[src/rtl/phase_sequencer_if.sv]
// -----------------------------------------------------------------------------
// phase_sequencer_if
//   Groups the control and status signals of the phase sequencer into one bundle.
//   The slave modport is the sequencer. The master modport is whatever drives the
//   front-panel pulses and datapath status, and reads the phase enables.
//
//   exec_pulse  : 1-cycle start / pause request
//   step_pulse  : 1-cycle single-step request
//   mode_phase  : step granularity (0 = instruction, 1 = phase)
//   haltin      : datapath decoded HALT (meaningful on a firing phase)
//   stall       : datapath not ready, hold the current phase
//   phase_en    : one-hot enable of the phase executing this cycle
//   phase_idx   : current phase index
//   state       : FSM state (PAUSE=0, RUN=1, STEP=2, HALT=3)
//   running     : RUN or STEP
//   halted      : HALT
//   fault       : stall watchdog tripped (sticky)
//   instr_count : retired instructions, wraps
// -----------------------------------------------------------------------------
interface phase_sequencer_if #(
  parameter int NPHASE = 5,
  parameter int CNTW   = 16
);
  logic              exec_pulse;
  logic              step_pulse;
  logic              mode_phase;
  logic              haltin;
  logic              stall;
  logic [NPHASE-1:0] phase_en;
  logic [2:0]        phase_idx;
  logic [2:0]        state;
  logic              running;
  logic              halted;
  logic              fault;
  logic [CNTW-1:0]   instr_count;

  modport slave (
    input  exec_pulse, step_pulse, mode_phase, haltin, stall,
    output phase_en, phase_idx, state, running, halted, fault, instr_count
  );

  modport master (
    output exec_pulse, step_pulse, mode_phase, haltin, stall,
    input  phase_en, phase_idx, state, running, halted, fault, instr_count
  );
endinterface

[src/rtl/phase_sequencer.sv]
// -----------------------------------------------------------------------------
// phase_sequencer
//   Sequences the phases of a multi-phase datapath. It supports run, pause,
//   single-instruction step and single-phase step. A phase is held while the
//   datapath stalls. The sequencer stops at the instruction boundary after a
//   HALT and counts retired instructions. A watchdog faults into HALT when the
//   datapath stalls for too long.
//
//   clock : system clock, all logic on posedge
//   reset : synchronous, active-high
//   bus   : phase_sequencer_if.slave (control pulses in, phase enables/status out)
//
//   All outputs are registered. A cycle "fires" when the sequencer is in RUN or
//   STEP and stall is low. On that edge, phase_en shows the phase that fired, and
//   phase_idx has already advanced to the next phase.
// -----------------------------------------------------------------------------
module phase_sequencer #(
  parameter int NPHASE    = 5,
  parameter int CNTW      = 16,
  parameter int STALL_MAX = 255
) (
  input logic              clock,
  input logic              reset,
  phase_sequencer_if.slave bus
);

  localparam int       SCW  = $clog2(STALL_MAX + 1);
  localparam bit [2:0] LAST = 3'(NPHASE - 1);

  typedef enum logic [2:0] {
    PAUSE = 3'd0,
    RUN   = 3'd1,
    STEP  = 3'd2,
    HALT  = 3'd3
  } state_t;

  state_t            state_q, state_d;
  logic [2:0]        phase_q;
  logic              step_phase_q;   // granularity latched when STEP is entered
  logic              halt_pend_q;
  logic              pause_pend_q;
  logic [SCW-1:0]    stall_cnt_q;
  logic [CNTW-1:0]   count_q;
  logic              fault_q;
  logic [NPHASE-1:0] phase_en_q, phase_en_d;
  logic              running_q, running_d;
  logic              halted_q, halted_d;

  logic active, fire, boundary, halt_now, trip;

  // NOTE: every signal assigned in an always_comb gets a default first.
  // This means no path leaves it unassigned, so no latch is inferred.
  always_comb begin
    active   = (state_q == RUN) || (state_q == STEP);
    fire     = active && !bus.stall;
    boundary = fire && (phase_q == LAST);
    // A HALT decoded on the final phase still halts at that same boundary.
    halt_now = halt_pend_q || (fire && bus.haltin);
    trip     = active && bus.stall && (stall_cnt_q == SCW'(STALL_MAX - 1));
  end

  // Next-state logic
  always_comb begin
    state_d = state_q;
    unique case (state_q)
      PAUSE: begin
        if (bus.exec_pulse)      state_d = RUN;   // exec wins over a same-cycle step
        else if (bus.step_pulse) state_d = STEP;
      end
      RUN: begin
        if (trip)                                        state_d = HALT;
        else if (boundary && halt_now)                   state_d = HALT;
        else if (boundary && (pause_pend_q || bus.exec_pulse)) state_d = PAUSE;
      end
      STEP: begin
        if (trip)                                        state_d = HALT;
        else if (boundary && halt_now)                   state_d = HALT;
        else if (fire && (step_phase_q || boundary))     state_d = PAUSE;
      end
      HALT:    state_d = HALT;                        // only reset leaves HALT
      default: state_d = PAUSE;
    endcase
  end

  // Output logic (values loaded into the output registers)
  always_comb begin
    phase_en_d = '0;
    if (fire) phase_en_d[phase_q] = 1'b1;
    running_d = (state_d == RUN) || (state_d == STEP);
    halted_d  = (state_d == HALT);
  end

  // State register and datapath registers
  // NOTE: sequential state uses non-blocking assignments. Every register then
  // samples its pre-edge value, and ordering between blocks cannot matter.
  always_ff @(posedge clock) begin
    if (reset) begin
      state_q      <= PAUSE;
      phase_q      <= '0;
      step_phase_q <= 1'b0;
      halt_pend_q  <= 1'b0;
      pause_pend_q <= 1'b0;
      stall_cnt_q  <= '0;
      count_q      <= '0;
      fault_q      <= 1'b0;
      phase_en_q   <= '0;
      running_q    <= 1'b0;
      halted_q     <= 1'b0;
    end else begin
      state_q    <= state_d;
      phase_en_q <= phase_en_d;
      running_q  <= running_d;
      halted_q   <= halted_d;

      if (fire) phase_q <= boundary ? 3'd0 : phase_q + 3'd1;
      if (boundary) count_q <= count_q + 1'b1;

      // The watchdog counts consecutive active stalled cycles only.
      stall_cnt_q <= (active && bus.stall) ? stall_cnt_q + 1'b1 : '0;
      if (trip) fault_q <= 1'b1;

      if (state_d == HALT)          halt_pend_q <= 1'b0;
      else if (fire && bus.haltin)  halt_pend_q <= 1'b1;

      // A pause request is only meaningful while RUN continues.
      pause_pend_q <= (state_d == RUN) &&
                      (pause_pend_q || ((state_q == RUN) && bus.exec_pulse));

      if ((state_q == PAUSE) && !bus.exec_pulse && bus.step_pulse)
        step_phase_q <= bus.mode_phase;
    end
  end

  assign bus.phase_en    = phase_en_q;
  assign bus.phase_idx   = phase_q;
  assign bus.state       = state_q;
  assign bus.running     = running_q;
  assign bus.halted      = halted_q;
  assign bus.fault       = fault_q;
  assign bus.instr_count = count_q;

endmodule

[src/flat_wrapper.sv]
// flat-port wrapper written by rule: the top's interface ports become plain ports
module phase_sequencer_flat 
#(
  parameter int NPHASE    = 5,
  parameter int CNTW      = 16,
  parameter int STALL_MAX = 255
)
  (clock, reset, bus_exec_pulse, bus_step_pulse, bus_mode_phase, bus_haltin, bus_stall, bus_phase_en, bus_phase_idx, bus_state, bus_running, bus_halted, bus_fault, bus_instr_count);
  phase_sequencer_if #(.NPHASE(NPHASE), .CNTW(CNTW)) bus_i ();
  input logic clock;
  input logic reset;
  input wire logic [$bits(bus_i.exec_pulse)-1:0] bus_exec_pulse;
  input wire logic [$bits(bus_i.step_pulse)-1:0] bus_step_pulse;
  input wire logic [$bits(bus_i.mode_phase)-1:0] bus_mode_phase;
  input wire logic [$bits(bus_i.haltin)-1:0] bus_haltin;
  input wire logic [$bits(bus_i.stall)-1:0] bus_stall;
  output wire logic [$bits(bus_i.phase_en)-1:0] bus_phase_en;
  output wire logic [$bits(bus_i.phase_idx)-1:0] bus_phase_idx;
  output wire logic [$bits(bus_i.state)-1:0] bus_state;
  output wire logic [$bits(bus_i.running)-1:0] bus_running;
  output wire logic [$bits(bus_i.halted)-1:0] bus_halted;
  output wire logic [$bits(bus_i.fault)-1:0] bus_fault;
  output wire logic [$bits(bus_i.instr_count)-1:0] bus_instr_count;
  assign bus_i.exec_pulse = bus_exec_pulse;
  assign bus_i.step_pulse = bus_step_pulse;
  assign bus_i.mode_phase = bus_mode_phase;
  assign bus_i.haltin = bus_haltin;
  assign bus_i.stall = bus_stall;
  assign bus_phase_en = bus_i.phase_en;
  assign bus_phase_idx = bus_i.phase_idx;
  assign bus_state = bus_i.state;
  assign bus_running = bus_i.running;
  assign bus_halted = bus_i.halted;
  assign bus_fault = bus_i.fault;
  assign bus_instr_count = bus_i.instr_count;
  phase_sequencer #(.NPHASE(NPHASE), .CNTW(CNTW), .STALL_MAX(STALL_MAX)) u_core (.clock(clock), .reset(reset), .bus(bus_i));
endmodule
[config.mk]
export PLATFORM = sky130hd
export DESIGN_NAME = phase_sequencer_flat
export DESIGN_NICKNAME = d
export VERILOG_FILES = /design/src/rtl/phase_sequencer_if.sv /design/src/rtl/phase_sequencer.sv /design/src/flat_wrapper.sv
export SDC_FILE = /design/constraint.sdc
export NUM_CORES = 1
export LEC_CHECK = 0
export ABC_AREA = 1
export BUFFER_PORTS_ARGS = -buffer_cell sky130_fd_sc_hd__buf_2
export CORE_AREA = 10 10 87 89
export CTS_CLUSTER_SIZE = 12
export DETAILED_ROUTE_END_ITERATION = 6
export DIE_AREA = 0 0 97 99
export PLACE_DENSITY_LB_ADDON = 0.25
export SLEW_MARGIN = 0
export SYNTH_ARGS = -nofsm -noshare
export SYNTH_HDL_FRONTEND = slang
export SYNTH_SLANG_ARGS = --single-unit
[constraint.sdc]
create_clock -name clock -period 1.7 [get_ports clock]
set_clock_uncertainty 0.1 [all_clocks]
set_input_delay 0.085 -clock clock [delete_from_list [all_inputs] [get_ports clock]]
set_output_delay 0.085 -clock clock [all_outputs]
set_load 0.005 [all_outputs]
* Word level (Yosys, flattened, before mapping) *
Cells that the tools add are included.

storage, ports and cells
  bits in registers = 41
  bits of input ports = 7
  output and inout port bits = 30
  word-level logic and storage cells = 63

cells by class
  add/sub/neg operators = 3
  $lt $le $gt $ge = 2
  equal/unequal tests = 8
  muxes and demuxes = 12
  bitwise operators = 2
  reduce and logical (&&, ||, !) cells = 25

operator list
  cell                   count
  $mux 3                 9
  $add 16x1->16 const B  1
  $logic_and 1x1->1      13
  $eq 3x2->1 const B     4
  $pmux 3 s4             1
  $add 8x1->8 const B    1
  $eq 8x8->1 const B     1
  $eq 3x1->1 const B     2
  $logic_or 1x1->1       6
  $reduce_or 2->1        3
  $lt 3x4->1 const B     1
  $add 3x1->3 const B    1
  $demux 1 s3            1
  $eq 3x3->1 const B     1
  $ge 3x1->1 const B     1
  $logic_not 3->1        1
  $logic_not 1->1        2
  $not 1->1              2
  $mux 1                 1

* Depth between registers and ports, before layout *
Gate-level depths: netlist of the first run.

  depth in word-level cells = 12
  depth in mapped cells = 10
  gate-level depth less buffers = 10

* Worst setup path after synthesis of the first run *
No wires, ideal clock.

  path type = register to register
  start = reg u_core.phase_q[0], in the netlist u_core.bus.phase_idx[0]
  end = reg u_core.running_q, in the netlist u_core.bus.running
  library setup time = 0.059 ns
  arrival = 1.497 ns
  data required time = 1.541 ns
  slack = 0.044 ns
  stages on the path, launching flop included = 10
  path buffers = 0
  period minus slack after synthesis = 1.656 ns
  cell sequence = dfxtp_1 -> inv_1 -> ha_1 -> nand2_1 -> inv_1 -> o2111ai_1 -> nand2_1 -> nor2_2 -> nand3_1 -> nand2_1

between the ends
  word-level cells in the longest chain between the ends = 10
  elaborated cells on any way between the ends = 16
  those cells by class = eq/ne (3); mux (7); reduce/logical (6)

RTL lines
  what                                             line                    RTL
  start: declaration                               phase_sequencer.sv:38   logic [2:0] phase_q;
  start signal: assignment                         phase_sequencer.sv:115  if (fire) phase_q <= boundary ? 3'd0 : phase_q + 3'd1;
  $eq 3x3->1 (*)                                   phase_sequencer.sv:56   boundary = fire && (phase_q == LAST);
  $logic_and 1x1->1 (*)                            phase_sequencer.sv:56
  $logic_or 1x1->1                                 phase_sequencer.sv:78   else if (fire && (step_phase_q || boundary)) state_d = PAUSE;
  $logic_and 1x1->1                                phase_sequencer.sv:78
  $mux 3                                           phase_sequencer.sv:78
  $mux 3                                           phase_sequencer.sv:77   else if (boundary && halt_now) state_d = HALT;
  $mux 3                                           phase_sequencer.sv:76   if (trip) state_d = HALT;
  $pmux 3 s4 (*)                                   phase_sequencer.sv:65   unique case (state_q)
  $eq 3x1->1 / $eq 3x2->1 (equally long branches)  phase_sequencer.sv:89   running_d = (state_d == RUN) || (state_d == STEP);
  $logic_or 1x1->1 (*)                             phase_sequencer.sv:89
  end signal: assignment                           phase_sequencer.sv:112  running_q <= running_d;
  end: declaration                                 phase_sequencer.sv:46   logic running_q, running_d;

Mark *: on every way between the ends. The rest lies on a longest branch, timed or not.
A chain may end at the register's enable or synchronous reset.

* Worst setup path in the final report of the first run *
Same ends and word-level chain as after synthesis.

==> qor.yml, run 1 <==
worst_setup_path:
  crit_start: "u_core.bus.phase_idx[0]$_SDFFE_PP0P_"
  startpoint_type: "flip-flop"
  worst_ep_required_time_ns: 1.79
  crit_path_max_fanout: 4
  sort_of_element_at_the_end_of_the_critical_path: "flip-flop"
  arrival_ns: 1.66
  path_class: "reg2reg"
  reg2reg_from: "u_core.bus.phase_idx[0]$_SDFFE_PP0P_"
pwr:
  ir_drop_uv: 334
  power.density_nw_per_um2: 696
  p_leak_nw: 1.09
detailed_routing:
  wl_per_cell_um: 12.0
  routed_wl_um: 4730
  first_iter_violations: 52
  drt-vias-per-instance: 4.57
  drtAntennaViolNets: 0
  vias: 1800
  drc_errors: 0
  drt_pre_antenna_iters: 4
cells_and_area:
  antenna_cells: 0
  finish.instance_area_um2: 2400
  layout-drive-gt1-share_pct: 21.6
  area_growth_pct: 20.6
  post_route_insts_no_fill: 394
  final_nets: 332
  fill_cells: 644
floorplan:
  die_w_um: 97
  floorplan.rows: 28
  io-pin-count: 37
  die_h_um: 99
  dieArea_um2: 9600
  initial_core_util_pct: 34.0
  core_region_area_um2: 5850
synthesis:
  syn-cell-area_um2: 1990
  post_synth_inst_count: 272
  synthesis.area_per_instance_um2: 7.31
  mappedNetlistNets: 284
  synth.yosys.seq_area_share_pct: 41.3
  yosys_warnings: 0
  synth_cell_types: 34
  synth-seq-cells: 41
clocking:
  tritoncts: "done"
  clk-insertion-delay-late_ns: 0.30
  max-clock-path-buffers: 2
  cts_root_buffer: "clkbuf_8"
  clkTransAtPathRegs_ns: 0.07
  clock_sinks: 41
  post_cts.repair.setup_buffers: 0
  cts_inserted_buffers: 5
  clock_tree.htree_level_count: 2
place:
  placement.cell_area_um2: 2300
  placed_cells_incl_taps: 387
  detailed_place_hpwl_um: 3590
  gp_routability_congestion: 0.827
  numPortBuffers: 36
sta:
  final_hold_viol_count: 0
  setup_viol: 0
  final-max-slew-violation-count: 0
  final.period_utilization_pct: 92.4
  fmax_ghz: 0.637
  period_needed_ns: 1.57
global_routing:
  grt_pass1_vias: 1783
  antenna_found_initial: 0
  first_pass_grt_wire_length_um: 7910
  grtUsageTotal_pct: 9.83
  grt_start_max_net_pins: 16
  grt_overflow: 0
status:
  status: "finished clean"
min_path:
  worst_hold_startpoint: "bus_step_pulse"
  min_delay_worst_type: "in2reg"
job:
  cap_violations: 0
## kinds of logic after synthesis
kind of cell    count (synthesis)  synth area share [%]
compound gates                 35                  9.69
xor+xnor                        9                  3.96
fa+ha+maj                       5                  3.14
buf+inv                        40                  8.43
flops                          41                  41.3
other cells                     1                 0.188
simple gates                  141                  33.3
## final cells by class
| type | instances | area (µm²) | share of cell area [%] |
|---|---|---|---|
| Multi-Input combinational cell | 191 | 1020 | 42.4 |
| Sequential cell | 41 | 822 | 34.3 |
| Timing Repair Buffer | 46 | 258 | 10.7 |
| Inverter | 35 | 134 | 5.58 |
| Tap cell | 75 | 93.8 | 3.91 |
| Clock buffer | 5 | 68.8 | 2.87 |
| Clock inverter | 1 | 5.00 | 0.209 |
## flip-flops by register name, indices dropped and copies added (netlist names)
signal                  flops
u_core.bus.phase_idx        3
u_core.pause_pend_q         1
u_core.step_phase_q         1
u_core.bus.state            3
u_core.bus.instr_count     16
u_core.stall_cnt_q          8
u_core.bus.halted           1
u_core.bus.fault            1
u_core.halt_pend_q          1
u_core.bus.running          1
u_core.bus.phase_en         5
## Yosys cell counts (all sizes together)
| cell type | number | area (µm²) |
|---|---|---|
| nand2 | 61 | 249 |
| dfxtp | 41 | 821 |
| inv | 35 | 134 |
| nor2 | 35 | 168 |
| nand3 | 21 | 110 |
| a21oi | 20 | 100 |
| nor3 | 16 | 85.1 |
| o21ai | 8 | 40.0 |
| xnor2 | 6 | 52.6 |
| ha | 5 | 62.6 |
| nand4 | 4 | 25.0 |
| clkbuf | 3 | 11.3 |
| xor2 | 3 | 26.3 |
| a31oi | 2 | 12.5 |
| buf | 2 | 22.5 |
| o21a | 2 | 15.0 |
| and3 | 1 | 6.26 |
| conb | 1 | 3.75 |
| nor3b | 1 | 7.51 |
| nor4 | 1 | 6.26 |
| o2111ai | 1 | 8.76 |
| o211ai | 1 | 7.51 |
| o32ai | 1 | 8.76 |
| or2 | 1 | 6.26 |
## critical path, stage by stage, from the launching register on
cell and delay (ns):
dfxtp_1 0.33, inv_1 0.08, ha_1 0.21, nand2_2 0.13, inv_1 0.09, o2111ai_2 0.12, nand4_1 0.22, nand3_1 0.14
nand2_1 0.05
## worst paths after layout
kind                                                          to  slack (ns)  cells past startpoint
worst max register to register     u_core.bus.running$_SDFF_PP0_        0.13                      8
worst max-delay path               u_core.bus.running$_SDFF_PP0_        0.13                      8
worst min-delay path            u_core.step_phase_q$_SDFFE_PP0P_        0.03                      4
worst min register to register     u_core.bus.fault$_SDFFE_PP0N_        0.35                      2
## layout by cell type, fill, tap and decap left out, types with 3 or more instances in the layout
master,netlist,layout
nand2_1,57,55
dfxtp_1,41,40
buf_2,0,36
inv_1,33,33
nor2_1,30,30
nand3_1,20,20
a21oi_1,20,20
nor3_1,15,15
buf_4,0,9
xnor2_1,6,6
o21ai_0,6,6
ha_1,5,5
clkbuf_8,0,5
nand2_2,2,4
nand4_1,4,4
nor2_4,2,3
xor2_1,3,3
## metal layers
| metal | global-route usage, % | wire length, µm | part of all wire, % | up-vias |
|---|---|---|---|---|
| li1 | - | - | - | 974 |
| met1 | 10.6 | 2190 | 46 | 787 |
| met2 | 16.5 | 2180 | 46 | 30 |
| met3 | 3.56 | 252 | 5.3 | 9 |
| met4 | 5.45 | 102 | 2.2 | 0 |
| met5 | 0 | 0 | 0 | - |
## where the power goes
group | total (W) | internal (W) | switching (W)
combinational | 0.0000995 | 0.0000374 | 0.0000621
sequential | 0.000978 | 0.000970 | 0.00000777
clock | 0.000592 | 0.000270 | 0.000322
## timing repair
item                                    in CTS  in global routing
hold endpoints to repair                     1                  0
resized for setup                            0                  5
hold buffers                                 1                  0
endpoints found under the setup margin       0                  6
## per-stage QoR
step	util, %	TNS (ns)	power, W	hold WS (ns)	setup slack, ns
floorplan	-	0	0.00106	0.126	0.0442
global placement	39.3	0	0.00110	0.224	0.0976
detailed placement	39.3	0	0.00110	0.230	0.0625
CTS	40.7	0	0.00169	0.0200	0.0342
global route	41.0	-0.00427	0.00175	0.0538	-0.00427
finish	41.0	0	0.00167	0.0338	0.129
Power figures use the tool's default switching activity.
==> run 2: changes to the inputs <==
--- a/config.mk
+++ b/config.mk
@@ -7,10 +7,10 @@
 export LEC_CHECK = 0
 export ABC_AREA = 1
 export BUFFER_PORTS_ARGS = -buffer_cell sky130_fd_sc_hd__buf_2
-export CORE_AREA = 10 10 87 89
+export CORE_AREA = 10 10 75 77
 export CTS_CLUSTER_SIZE = 12
 export DETAILED_ROUTE_END_ITERATION = 6
-export DIE_AREA = 0 0 97 99
+export DIE_AREA = 0 0 85 87
 export PLACE_DENSITY_LB_ADDON = 0.25
 export SLEW_MARGIN = 0
 export SYNTH_ARGS = -nofsm -noshare
==> run 2 against run 1 <==
  * Sequential share of layout area decreased by 0.21 points
  * Fmax is 1.5% higher
  * Critical path depth up 1
  * Critical path type unchanged
  * Largest cell class unchanged
==> qor.yml, run 2 (synthesized netlist as in run 1, its figures left out) <==
place:
  gp_routability_congestion: 0.870
  detailed_place_hpwl_um: 3480
  numPortBuffers: 36
  placed_cells_incl_taps: 362
worst_setup_path:
  crit_path_cell_trace: "nor2_4, nand2_2, nand2_4, nand2_4, nor2_8, inv_4, nor2_4, a21oi_1, o21a_1"
  crit_path_max_fanout: 14
  path_class: "reg2reg"
  r2r_setup_slack_ns: 0.15
  arrival_ns: 1.64
  worst_ep_required_time_ns: 1.79
  cp_slowest_cell: "dfxtp_1"
  max_stage_delay_ns: 0.36
  reg2reg_from: "u_core.bus.state[1]$_SDFF_PP0_"
  sort_of_element_at_the_end_of_the_critical_path: "flip-flop"
  reg2regPathDepth: 9
  timing.rr.end: "u_core.bus.instr_count[3]$_SDFFE_PP0P_"
  startpoint_type: "flip-flop"
clocking:
  clkTransAtPathRegs_ns: 0.08
  clock_tree.htree_level_count: 2
  max-clock-path-buffers: 2
  cts_root_buffer: "clkbuf_8"
  clock_sinks: 41
  tritoncts: "done"
  clk-insertion-delay-late_ns: 0.29
  cts_inserted_buffers: 5
global_routing:
  grt_pass1_vias: 1920
  grtUsageTotal_pct: 13.1
  antenna_found_initial: 0
  first_pass_grt_wire_length_um: 8250
  grt_start_max_net_pins: 17
  grt_overflow: 0
cells_and_area:
  area_growth_pct: 21.3
  layout-drive-gt1-share_pct: 22.8
  utilization_pct: 57.0
  fill_cells: 420
  largest_register_ffs: 16
  post_route_insts_no_fill: 372
  mostFrequentLayoutCell: "nand2_1"
  antenna_cells: 0
  final_nets: 331
  layout.cells.most_common_list: "nand2_1, dfxtp_1, buf_2, inv_1, nor2_1"
detailed_routing:
  drt-vias-per-instance: 5.06
  routed_wl_um: 4490
  met2WireLength_um: 2180
  drc_errors: 0
  wl_per_cell_um: 12.1
  met1Wirelength_um: 1940
  drtAntennaViolNets: 0
  drt_pre_antenna_iters: 4
  routed.top_layer: "met4"
  first_iter_violations: 93
  vias: 1881
  dr_wl_met3_um: 315
status:
  status: "finished clean"
min_path:
  min_to: "u_core.step_phase_q$_SDFFE_PP0P_"
  min_delay_worst_type: "in2reg"
  worst_hold_startpoint: "bus_step_pulse"
  hold-path-cell-count: 4
pwr:
  ir_drop_uv: 492
  p_leak_nw: 1.10
  power.density_nw_per_um2: 778
  report.power.total_w: 0.00188
sta:
  worst_hold_slack_ns: 0.0440
  fin_setup_tns_ns: 0
  period_needed_ns: 1.55
  final-max-slew-violation-count: 0
  setup_repair_after_global_routing_missed_its_margin: "no"
  final.period_utilization_pct: 91.1
  setup_viol: 0
  fmax_ghz: 0.646
  final_hold_viol_count: 0
floorplan:
  initial_core_util_pct: 47.0
  die_h_um: 87
  io-pin-count: 37
  die_w_um: 85
  dieArea_um2: 7400
  core_region_area_um2: 4230
  floorplan.rows: 24
job:
  cap_violations: 0
## run 2: repair_timing
action | 4_1_cts | 5_1_grt
endpoints found under the hold margin | 1 | 0
endpoints found under the setup margin | 1 | 9
pin swaps | 0 | 5
resized for setup | 2 | 8
hold buffers | 1 | 0
setup buffers | 0 | 1
## run 2: where the power goes
group,total [W],internal (W),switching [W],leakage [nW]
combinational,0.0000962,0.0000349,0.0000614,0.708
sequential,0.000978,0.000970,0.00000784,0.332
clock,0.000804,0.000479,0.000326,0.0585
total,0.00188,0.00148,0.000395,1.10
## run 2: how the worst max path moves through the flow
stage / start / end / slack, ns / cells past startpoint
2_1_floorplan: u_core.bus.phase_idx[0]$_SDFFE_PP0P_ / u_core.bus.running$_SDFF_PP0_ / 0.04 / 9
5_1_grt: u_core.bus.instr_count[1]$_SDFFE_PP0P_ / u_core.bus.instr_count[14]$_SDFFE_PP0P_ / 0.003 / 7
3_5_place_dp: u_core.bus.phase_idx[0]$_SDFFE_PP0P_ / u_core.bus.running$_SDFF_PP0_ / 0.01 / 9
4_1_cts: u_core.bus.phase_idx[0]$_SDFFE_PP0P_ / u_core.halt_pend_q$_SDFFE_PP0P_ / 0.05 / 9
6_report: u_core.bus.state[1]$_SDFF_PP0_ / u_core.bus.instr_count[3]$_SDFFE_PP0P_ / 0.15 / 9
3_3_place_gp: u_core.bus.phase_idx[0]$_SDFFE_PP0P_ / u_core.bus.running$_SDFF_PP0_ / 0.10 / 9
## run 2: layout make-up
type | count | area [µm²] | share of cell area [%]
Tap cell | 52 | 65.1 | 2.70
Clock inverter | 1 | 30.0 | 1.24
Inverter | 35 | 134 | 5.55
Multi-Input combinational cell | 191 | 1030 | 42.5
Sequential cell | 41 | 822 | 34.1
Timing Repair Buffer | 45 | 250 | 10.4
Clock buffer | 7 | 86.3 | 3.58
## run 2: metal layers
| layer | global-route usage, % | vias to the layer above |
|---|---|---|
| met1 | 14.5 | 850 |
| met4 | 5.54 | 0 |
| li1 | - | 973 |
| met3 | 4.68 | 6 |
| met5 | 0 | - |
| met2 | 22.3 | 52 |
## run 2: critical path: cells and delay by family, from the launching register on
family	cells	cell delay, ns
buffers and inverters	1	0.10
flip-flops	1	0.36
AO/OA/AOI/OAI	2	0.18
AND/OR/NAND/NOR	6	0.71
## run 2: per-stage QoR
stage | worst slack, ns | instance area [µm²]
2_1_floorplan | 0.0442 | 1990
4_1_cts | 0.0548 | 2390
5_1_grt | 0.00338 | 2410
3_3_place_gp | 0.104 | 2250
6_report | 0.152 | 2410
3_5_place_dp | 0.0139 | 2250
